$ cat config.mk
export PLATFORM = sky130hd
export DESIGN_NAME = cla_seq_subtractor
export DESIGN_NICKNAME = d
export VERILOG_FILES = /design/src/rtl/cla_pkg.sv /design/src/rtl/cla_slice4.sv /design/src/rtl/cla_seq_subtractor.sv
export SDC_FILE = /design/constraint.sdc
export NUM_CORES = 1
export LEC_CHECK = 0
export ABC_AREA = 1
export CAP_MARGIN = 10
export CORE_MARGIN = 2
export CORE_UTILIZATION = 46
export DETAILED_ROUTE_END_ITERATION = 6
export PLACE_DENSITY = 0.76
export SYNTH_ARGS = -nofsm -noshare
export SYNTH_HDL_FRONTEND = slang
export SYNTH_SLANG_ARGS = --single-unit
export TNS_END_PERCENT = 100
$ cat constraint.sdc
create_clock -name clk -period 2.35 [get_ports clk]
set_input_delay 0.3525 -clock clk [delete_from_list [all_inputs] [get_ports clk]]
set_output_delay 0.3525 -clock clk [all_outputs]
set_load 0.02 [all_outputs]
$ cat src/rtl/cla_pkg.sv
// Shared types and constants for the sequential carry-lookahead subtractor.
package cla_pkg;

    localparam int unsigned SLICE_W = 4;

    typedef enum logic [1:0] {
        IDLE = 2'd0,
        RUN  = 2'd1,
        DONE = 2'd2
    } state_e;

    function automatic int unsigned slice_count(input int unsigned width);
        return width / SLICE_W;
    endfunction

endpackage

$ cat src/rtl/cla_slice4.sv
// Combinational 4-bit generate/propagate carry-lookahead adder slice.
module cla_slice4 (
    input  logic [3:0] a_i,
    input  logic [3:0] b_i,
    input  logic       cin_i,
    output logic [3:0] sum_o,
    output logic       cout_o
);

    logic [3:0] g;
    logic [3:0] p;
    logic [3:0] c;

    assign g = a_i & b_i;
    assign p = a_i ^ b_i;

    assign c[0] = cin_i;
    assign c[1] = g[0] | (p[0] & cin_i);
    assign c[2] = g[1] | (p[1] & g[0]) | (p[1] & p[0] & cin_i);
    assign c[3] = g[2] | (p[2] & g[1]) | (p[2] & p[1] & g[0])
                | (p[2] & p[1] & p[0] & cin_i);
    assign cout_o = g[3] | (p[3] & g[2]) | (p[3] & p[2] & g[1])
                  | (p[3] & p[2] & p[1] & g[0])
                  | (p[3] & p[2] & p[1] & p[0] & cin_i);

    assign sum_o = p ^ c;

endmodule

$ cat src/rtl/cla_seq_subtractor.sv
// Multi-cycle a - b - bin, one 4-bit lookahead slice per clock, valid/ready on both sides.
// Optional zero-result flag enabled by defining CLA_SEQ_ZERO_FLAG_EN.
module cla_seq_subtractor
    import cla_pkg::*;
#(
    parameter int unsigned WIDTH = 16
) (
    input  logic             clk,
    input  logic             rst,
    input  logic             in_valid,
    output logic             in_ready,
    input  logic [WIDTH-1:0] a,
    input  logic [WIDTH-1:0] b,
    input  logic             bin,
    output logic             out_valid,
    input  logic             out_ready,
    output logic [WIDTH-1:0] diff,
    output logic             bout,
    output logic             ovf
`ifdef CLA_SEQ_ZERO_FLAG_EN
    ,
    output logic             zero
`endif
);

    localparam int unsigned NSLICE = slice_count(WIDTH);
    localparam int unsigned IDX_W  = (NSLICE > 1) ? $clog2(NSLICE) : 1;
    localparam logic [IDX_W-1:0] LAST_IDX = IDX_W'(NSLICE - 1);

    generate
        if ((WIDTH % SLICE_W) != 0 || WIDTH < SLICE_W) begin : g_bad_width
            $fatal(1, "cla_seq_subtractor: WIDTH must be a multiple of 4 and at least 4");
        end
    endgenerate

    state_e           state_q, state_d;
    logic [WIDTH-1:0] a_q, a_d;
    logic [WIDTH-1:0] nb_q, nb_d;
    logic             carry_q, carry_d;
    logic [IDX_W-1:0] idx_q, idx_d;
    logic [WIDTH-1:0] diff_q, diff_d;
    logic             bout_q, bout_d;
    logic             ovf_q, ovf_d;
    logic             in_ready_q, in_ready_d;
    logic             out_valid_q, out_valid_d;
`ifdef CLA_SEQ_ZERO_FLAG_EN
    logic             zero_q, zero_d;
`endif

    logic             accept_c;
    logic             last_c;
    logic [3:0]       slice_a;
    logic [3:0]       slice_nb;
    logic [3:0]       slice_sum;
    logic             slice_cout;

    assign accept_c = in_valid && in_ready_q;
    assign last_c   = (idx_q == LAST_IDX);

    // Operand slice selected by the current index
    always_comb begin : p_slice_mux
        slice_a  = '0;
        slice_nb = '0;
        for (int unsigned i = 0; i < NSLICE; i++) begin
            if (idx_q == IDX_W'(i)) begin
                slice_a  = a_q[i*SLICE_W +: SLICE_W];
                slice_nb = nb_q[i*SLICE_W +: SLICE_W];
            end
        end
    end

    cla_slice4 u_slice (
        .a_i    (slice_a),
        .b_i    (slice_nb),
        .cin_i  (carry_q),
        .sum_o  (slice_sum),
        .cout_o (slice_cout)
    );

    always_ff @(posedge clk or posedge rst) begin : p_state
        if (rst) begin
            state_q     <= IDLE;
            a_q         <= '0;
            nb_q        <= '0;
            carry_q     <= 1'b0;
            idx_q       <= '0;
            diff_q      <= '0;
            bout_q      <= 1'b0;
            ovf_q       <= 1'b0;
            in_ready_q  <= 1'b0;
            out_valid_q <= 1'b0;
`ifdef CLA_SEQ_ZERO_FLAG_EN
            zero_q      <= 1'b0;
`endif
        end else begin
            state_q     <= state_d;
            a_q         <= a_d;
            nb_q        <= nb_d;
            carry_q     <= carry_d;
            idx_q       <= idx_d;
            diff_q      <= diff_d;
            bout_q      <= bout_d;
            ovf_q       <= ovf_d;
            in_ready_q  <= in_ready_d;
            out_valid_q <= out_valid_d;
`ifdef CLA_SEQ_ZERO_FLAG_EN
            zero_q      <= zero_d;
`endif
        end
    end

    always_comb begin : p_next_state
        state_d = state_q;
        case (state_q)
            IDLE:    if (accept_c)  state_d = RUN;
            RUN:     if (last_c)    state_d = DONE;
            DONE:    if (out_ready) state_d = IDLE;
            default:                state_d = IDLE;
        endcase
    end

    // Subtraction runs as a + ~b + ~bin; borrow-out is the inverted final carry
    always_comb begin : p_outputs
        a_d         = a_q;
        nb_d        = nb_q;
        carry_d     = carry_q;
        idx_d       = idx_q;
        diff_d      = diff_q;
        bout_d      = bout_q;
        ovf_d       = ovf_q;
        in_ready_d  = (state_d == IDLE);
        out_valid_d = (state_d == DONE);
`ifdef CLA_SEQ_ZERO_FLAG_EN
        zero_d      = zero_q;
`endif
        case (state_q)
            IDLE: begin
                if (accept_c) begin
                    a_d     = a;
                    nb_d    = ~b;
                    carry_d = ~bin;
                    idx_d   = '0;
`ifdef CLA_SEQ_ZERO_FLAG_EN
                    zero_d  = 1'b1;
`endif
                end
            end
            RUN: begin
                for (int unsigned i = 0; i < NSLICE; i++) begin
                    if (idx_q == IDX_W'(i)) begin
                        diff_d[i*SLICE_W +: SLICE_W] = slice_sum;
                    end
                end
                carry_d = slice_cout;
                idx_d   = idx_q + IDX_W'(1);
`ifdef CLA_SEQ_ZERO_FLAG_EN
                zero_d  = zero_q & (slice_sum == 4'd0);
`endif
                if (last_c) begin
                    bout_d = ~slice_cout;
                    ovf_d  = (a_q[WIDTH-1] ^ ~nb_q[WIDTH-1]) & (slice_sum[3] ^ a_q[WIDTH-1]);
                end
            end
            default: ;
        endcase
    end

    assign in_ready  = in_ready_q;
    assign out_valid = out_valid_q;
    assign diff      = diff_q;
    assign bout      = bout_q;
    assign ovf       = ovf_q;
`ifdef CLA_SEQ_ZERO_FLAG_EN
    assign zero      = zero_q;
`endif

endmodule

==> results of run 1 <==
through the flow:
| step | total power [W] | std cells | hold slack [ps] | worst slack [ps] | utilization [%] |
|---|---|---|---|---|---|
| floorplan | 0.003742 | 300 | 441.7 | 23.13 | - |
| global placement | 0.004879 | 434 | 455.8 | 15.18 | 61.16 |
| detailed placement | 0.004971 | 434 | 467.2 | -41.02 | 61.16 |
| CTS | 0.005801 | 448 | 440.8 | 13.53 | 64.43 |
| global route | 0.006651 | 449 | 466.6 | -155.3 | 66.53 |
| finish | 0.006097 | 449 | 431.0 | -9.112 | 66.53 |
power by group:
| group | leakage [nW] | total (W) | internal (W) | switching [W] |
|---|---|---|---|---|
| Clock | 0.0875 | 0.000788 | 0.000452 | 0.000337 |
| Sequential | 0.708 | 0.00174 | 0.00145 | 0.000293 |
| Combinational | 0.965 | 0.00356 | 0.00156 | 0.00200 |
per-layer routing:
layer	GRT usage, %	routed length (um)
met1	26.17	2641
met2	31.00	2859
met3	6.517	226
met4	9.492	180
met5	0	0
logic make-up (layout without fill, tap and decap cells):
family / Yosys count / in the layout
xor gates and xnor gates: 2 / 2
adders and majority gates: 9 / 9
DFF: 57 / 57
AOI/OAI and AO/OA: 58 / 58
and+or+nand+nor: 143 / 143
buffers and inverters: 29 / 106
muxes: 2 / 2
sequential cells by signal, summed over array words and instances, names as in the netlist, 2 cells and up:
signal and count:
idx_q 2, nb_q 16, a_q 16, state_q 2
diff 16
worst paths after layout:
check,start,to,cells past startpoint
worst max register to register,idx_q[0]$_DFFE_PP0P_,diff[15]$_DFFE_PP0P_,15
worst min register to register,diff[13]$_DFFE_PP0P_,diff[13]$_DFFE_PP0P_,2
max in group asynchronous,rst,idx_q[0]$_DFFE_PP0P_,3
worst min-delay path,rst,out_valid$_DFF_PP0_,2
worst max-delay path,idx_q[0]$_DFFE_PP0P_,diff[15]$_DFFE_PP0P_,15
min in group clk,diff[13]$_DFFE_PP0P_,diff[13]$_DFFE_PP0P_,2
synth_stat cells, types with 2 or more instances:
library cell  number  share of area [%]
o21ai_0           24                4.5
nand3_1           15                2.8
nor2_1             9                1.3
xor2_1             2               0.66
o21ai_1            7                1.3
o21a_1             4                1.1
inv_2              3               0.42
mux2_4             2                1.1
buf_6              2               0.84
o211ai_1           4                1.1
dfrtp_1           57                 53
inv_1             14                2.0
o21ai_2            3               0.98
clkbuf_1           3               0.42
nand2_1          111                 16
nor2_4             3                1.3
a21oi_1           13                2.4
buf_2              2               0.38
buf_4              4                1.1
ha_1               8                3.8
cell type report:
| type | count | area [sq um] | area share, % |
|---|---|---|---|
| Timing Repair Buffer | 75 | 726.9 | 19.72 |
| Inverter | 18 | 70.07 | 1.901 |
| Clock buffer | 13 | 168.9 | 4.582 |
| Tap cell | 72 | 90.09 | 2.444 |
| Sequential cell | 57 | 1426 | 38.70 |
| Multi-Input combinational cell | 214 | 1204 | 32.65 |
timing repair:
action,CTS,global route
hold buffers,0,0
setup endpoints to repair,5,16
gates resized for setup,3,30
pin swaps,0,6
setup buffers,1,2
==> impl_metrics.py, run 1 <==
metrics = {
    "run_status": {
        "outcome": "finished with violations",
        "violations": "setup timing",
    },
    "die": {
        "initial_utilization_pct": 48.17,
        "dieArea_sq_um": 6427,
        "placementRows": 27,
        "ioPinCount": 57,
        "die_h_um": 80.17,
        "core_sq_um": 5540,
        "die_w_um": 80.17,
    },
    "timing": {
        "slew_headroom_pct": 54.13,
        "skew_ps": 3.775,
        "finalSetupViolCount": 1,
        "finalCriticalPeriod_ps": 2359,
        "final-max-slew-violation-count": 0,
        "hold_viol": 0,
        "rsz0062_at_grt": "true",
        "worst_pin_slew_ps": 687.0,
        "finalCritPeriodShare_pct": 100.4,
        "fmax_mhz": 423.9,
        "tns_ps": -9.112,
        "setup_slack_ps": -9.112,
    },
    "clock_tree": {
        "cts_buffer_depth": 2,
        "htreeDepth": 3,
        "cts_buffers": 9,
        "cts_tree": "yes",
        "cts.clk_slew.worst_paths_ps": 60,
        "clk_latency_ps": 320,
        "clock_sinks": 57,
        "cts-root-buf": "clkbuf_8",
    },
    "detailed_routing": {
        "drc": 0,
        "drt_iter0_drc": 105,
        "ant_nets": 0,
        "wl_per_cell_um": 13.16,
        "num_vias": 2250,
        "post_drt_via_cell_ratio": 5.011,
        "routed_wirelength_um": 5909,
        "dr.pass1.iters": 4,
    },
    "critical_path": {
        "path_common_cell": "buf_4",
        "cp_max_fo": 4,
        "path_cells": "inv_2 > ha_4 > buf_4 > nand3_1 > nand2_1 > o211ai_1 > o21ai_1 > ha_1 > buf_4 > nand4_1 > nand2_2 > nand2_2 > buf_4 > nand3_1 > nand2_1",
        "path_delay_family": "simple AND/OR/NAND/NOR gates",
        "cp_num_buf_inv": 4,
        "r2r_slack_ps": -9,
        "required_ps": 2560,
        "cp.arrival_ps": 2570,
        "crit_path_end_kind": "register",
        "start_kind": "register",
        "worstSetupPathType": "reg -> reg",
        "slowest_stage": "dfrtp_1",
        "cp_slowest_stage_delay_ps": 440,
    },
    "place": {
        "dpl.hpwl_um": 4320,
        "port_buffers": 56,
        "gp_congestion": 0.9045,
        "dpl-instance-area_sq_um": 3388,
    },
    "synth": {
        "synthSimpleGateAreaFrac_pct": 22.32,
        "yosys_warnings": 0,
        "synth_top_family_by_area": "simple AND/OR/NAND/NOR gates",
        "async_flop_share_pct": 100.0,
        "syn_area_sq_um": 2669,
        "syn_area_per_cell_sq_um": 8.896,
        "synth-compound-area-share_pct": 12.56,
        "synth_ff_type": "dfrtp_1",
        "synth-xor-area-share_pct": 0.6564,
        "syn_nets": 346,
        "yosysSeqAreaShare_pct": 53.45,
        "synthAdderAreaFrac_pct": 4.501,
        "synthCells": 300,
        "ys_ff_latch": 57,
        "yosysUniqueCellTypes": 30,
        "synth_edf_count": 0,
        "synthMuxAreaShare_pct": 1.125,
    },
    "run": {
        "maxCapViolCount": 0,
    },
    "global_routing": {
        "grt_usage_pct": 20.29,
        "grt_pass1_vias": 2183,
        "overflow": 0,
        "grt_max_degree": 48,
        "antenna_found_initial": 0,
        "grt_pass1_wl_um": 9853,
    },
    "cells_and_area": {
        "nets": 421,
        "drive_gt1_share_pct": 18.83,
        "syn2layout_area_growth_pct": 38.12,
        "fin_area_sq_um": 3686,
        "mostFrequentLayoutCells": "nand2_1, dfrtp_1, clkdlybuf4s50_1",
        "layout_commonest_cell": "nand2_1",
        "fill_cells": 457,
        "antenna_cells": 0,
    },
    "power_and_ir_drop": {
        "p_leak_nw": 1.761,
        "power_per_cell_area_nw_per_um2": 1654,
        "vdd_drop_max_v": 0.0008545,
    },
    "worst_hold_path": {
        "hold_class": "in -> async",
    },
}
Power figures use the tool's default switching activity.
==> inputs of run 2 (changes only) <==
Settings changed: SYNTH_HIERARCHICAL from default to 1.
==> run 2 against run 1 <==
Compared with the run above: via count is 4.6% higher; critical path type unchanged; die area is 1.6% higher; global-route usage is 0.57 points lower; critical path depth is 1 higher; sequential power hardly changed; synthesized cell count is 9.3% higher; non-clock buffer count is 7 lower; first-iteration DRC count is 42% higher; area after synthesis is 1.7% higher; fmax is 6.2% higher; clock-buffer cell count is 2 lower; highest routed layer unchanged; largest cell class unchanged; the run now ends clean; final cell count is 4.7% higher.
==> impl_metrics.py, run 2 <==
metrics = {
    "synth": {
        "synth_edf_count": 0,
        "synth-compound-area-share_pct": 10.28,
        "synthAdderAreaFrac_pct": 4.424,
        "synth.top_cells.by_area": "dfrtp_1, nand2_1, nand3_1, ha_1, o21ai_0",
        "synth-xor-area-share_pct": 0.3226,
        "yosysSeqAreaShare_pct": 52.53,
        "synthSimpleGateAreaFrac_pct": 26.50,
        "ys_top_cells_by_count": "nand2_1, dfrtp_1, nand3_1, inv_1, o21ai_0",
        "yosysTopAreaCell": "dfrtp_1",
        "yosys_warnings": 6,
        "ys_ff_latch": 57,
        "yosysMostFrequentCell": "nand2_1",
        "syn_nets": 374,
        "yosysTopAreaCellShare_pct": 52.53,
        "async_flop_share_pct": 100.0,
        "syn_area_per_cell_sq_um": 8.278,
        "synth_ff_type": "dfrtp_1",
        "synth_top_family_by_area": "simple AND/OR/NAND/NOR gates",
        "syn_area_sq_um": 2715,
        "synthCells": 328,
        "yosysUniqueCellTypes": 24,
        "synthMuxAreaShare_pct": 0,
    },
    "place": {
        "dpl.hpwl_um": 4371,
        "gp_congestion": 0.8611,
        "dpl-instance-area_sq_um": 3391,
        "preCtsSetupSlack_ps": -91.59,
        "port_buffers": 56,
    },
    "cells_and_area": {
        "syn2layout_area_growth_pct": 37.33,
        "layout_commonest_cell": "nand2_1",
        "drive_gt1_share_pct": 15.08,
        "antenna_cells": 0,
        "nets": 439,
        "fill_cells": 476,
        "mostFrequentLayoutCells": "nand2_1, clkdlybuf4s50_1, dfrtp_1",
        "fin_area_sq_um": 3729,
        "finalCoreUtilization_pct": 66.49,
    },
    "timing": {
        "slew_headroom_pct": 62.25,
        "tns_ps": 0,
        "setup_slack_ps": 127.9,
        "final-max-slew-violation-count": 0,
        "hold_viol": 0,
        "finalSetupViolCount": 0,
        "worst_pin_slew_ps": 565.4,
        "finalCritPeriodShare_pct": 94.56,
        "skew_ps": 8.920,
        "fmax_mhz": 450.0,
        "finalCriticalPeriod_ps": 2222,
    },
    "power_and_ir_drop": {
        "power_per_cell_area_nw_per_um2": 1592,
        "total_power_w": 0.005934,
        "p_leak_nw": 1.804,
        "p_int_w": 0.003337,
        "combPwrFrac_pct": 55.2,
        "swShare_pct": 43.77,
        "power_frac_seq_pct": 29.6,
        "p_switching_w": 0.002598,
        "vdd_drop_max_v": 0.0007596,
        "p_clk_share_pct": 15.2,
    },
    "detailed_routing": {
        "dr.pass1.iters": 4,
        "routedLengthMet1_um": 2661,
        "drt_iter0_drc": 149,
        "top_layer": "met4",
        "post_drt_via_cell_ratio": 5.009,
        "dr_wl_met2_um": 2911,
        "drc": 0,
        "routed_wirelength_um": 6004,
        "num_vias": 2354,
        "ant_nets": 0,
        "wl_per_cell_um": 12.77,
        "routed-wl-met3_um": 324,
    },
    "global_routing": {
        "grt_pass1_vias": 2269,
        "grt_pass1_wl_um": 9791,
        "grt_usage_pct": 19.72,
        "antenna_found_initial": 0,
        "overflow": 0,
        "grt_max_degree": 53,
    },
    "critical_path": {
        "crit_path_end_kind": "register",
        "cp.arrival_ps": 2490,
        "start_kind": "register",
        "cp_max_fo": 6,
        "required_ps": 2610,
        "worstSetupPathType": "reg -> reg",
    },
    "clock_tree": {
        "clock_sinks": 57,
        "cts_buffer_depth": 2,
        "cts_tree": "yes",
        "htreeDepth": 3,
        "cts-root-buf": "clkbuf_8",
        "hold_buffers": 0,
        "clk_latency_ps": 340,
        "cts_buffers": 9,
        "cts.clk_slew.worst_paths_ps": 60,
    },
    "die": {
        "core_sq_um": 5608,
        "die_w_um": 80.83,
        "die_h_um": 80.83,
        "ioPinCount": 57,
        "initial_utilization_pct": 48.42,
        "placementRows": 27,
        "dieArea_sq_um": 6533,
    },
    "run": {
        "maxCapViolCount": 0,
    },
    "worst_hold_path": {
        "hold_class": "in -> async",
    },
    "run_status": {
        "outcome": "complete, no violations",
    },
}
-- run 2: cells by family after synthesis --
family                     after synthesis
AOI/OAI and AO/OA                       52
and+or+nand+nor                        170
buffers and inverters                   39
DFF                                     57
xor gates and xnor gates                 1
adders and majority gates                9
-- run 2: power by group through the flow --
stage / combinational, W / clock [W] / sequential [W]
2_1_floorplan: 0.00180 / 0 / 0.00185
6_report: 0.00328 / 0.000900 / 0.00176
3_3_place_gp: 0.00284 / 0 / 0.00174
5_1_grt: 0.00366 / 0.000963 / 0.00181
3_5_place_dp: 0.00292 / 0 / 0.00176
4_1_cts: 0.00294 / 0.000921 / 0.00175
-- run 2: what timing repair did --
action                                 in CTS  in global routing
pin swaps                                   0                  6
setup buffers                               0                  3
endpoints found under the hold margin       0                  0
resized for setup                           4                 25
setup endpoints to repair                  11                 15
-- run 2: per-stage QoR --
stage | hold slack [ps] | instances
floorplan | 441.7 | 328
global placement | 460.2 | 451
detailed placement | 462.0 | 451
CTS | 396.4 | 467
global route | 446.3 | 470
finish | 383.9 | 470
-- run 2: final timing paths --
check                                          start                    to  slack, ps  cells past startpoint
worst min-delay path                             rst  nb_q[12]$_DFFE_PP0P_        380                      2
worst max register to register  idx_q[0]$_DFFE_PP0P_  diff[15]$_DFFE_PP0P_        130                     16
worst min register to register   a_q[11]$_DFFE_PP0P_   a_q[11]$_DFFE_PP0P_        480                      2
min in group clk                 a_q[11]$_DFFE_PP0P_   a_q[11]$_DFFE_PP0P_        480                      2
worst max-delay path            idx_q[0]$_DFFE_PP0P_  diff[15]$_DFFE_PP0P_        130                     16
max in group asynchronous                        rst  idx_q[0]$_DFFE_PP0P_       1390                      3
-- run 2: per-layer routing --
metal / global-route usage [%] / up-vias
li1: - / 1187
met1: 23.93 / 1097
met2: 31.90 / 58
met3: 4.889 / 12
met4: 11.53 / 0
met5: 0 / -
-- run 2: final cells by class --
| class | count | area (sq um) | share of cell area, % |
|---|---|---|---|
| Tap cell | 72 | 90.09 | 2.416 |
| Clock inverter | 5 | 55.05 | 1.477 |
| Inverter | 25 | 93.84 | 2.517 |
| Multi-Input combinational cell | 232 | 1236 | 33.15 |
| Clock buffer | 11 | 141.4 | 3.792 |
| Sequential cell | 57 | 1429 | 38.32 |
| Timing Repair Buffer | 68 | 683.2 | 18.32 |
-- run 2: worst max-delay path: stages (launching register included) --
cell     delay (ps)
dfrtp_2         430
inv_2            80
buf_6           130
ha_4            170
buf_6           120
nand3_1          80
nand2_1          60
nand2_2          80
nand2_4          70
ha_4            270
nand4_1         120
nand2_1          90
nand2_1          70
nand2_2          70
inv_2            50
buf_4           130
o21ai_2         110
==> inputs of run 3 (changes only) <==
Settings changed: CAP_MARGIN 10 to 15.
==> results of run 3 <==
No change in the layout: final DEF, timing and power equal those of run 2.
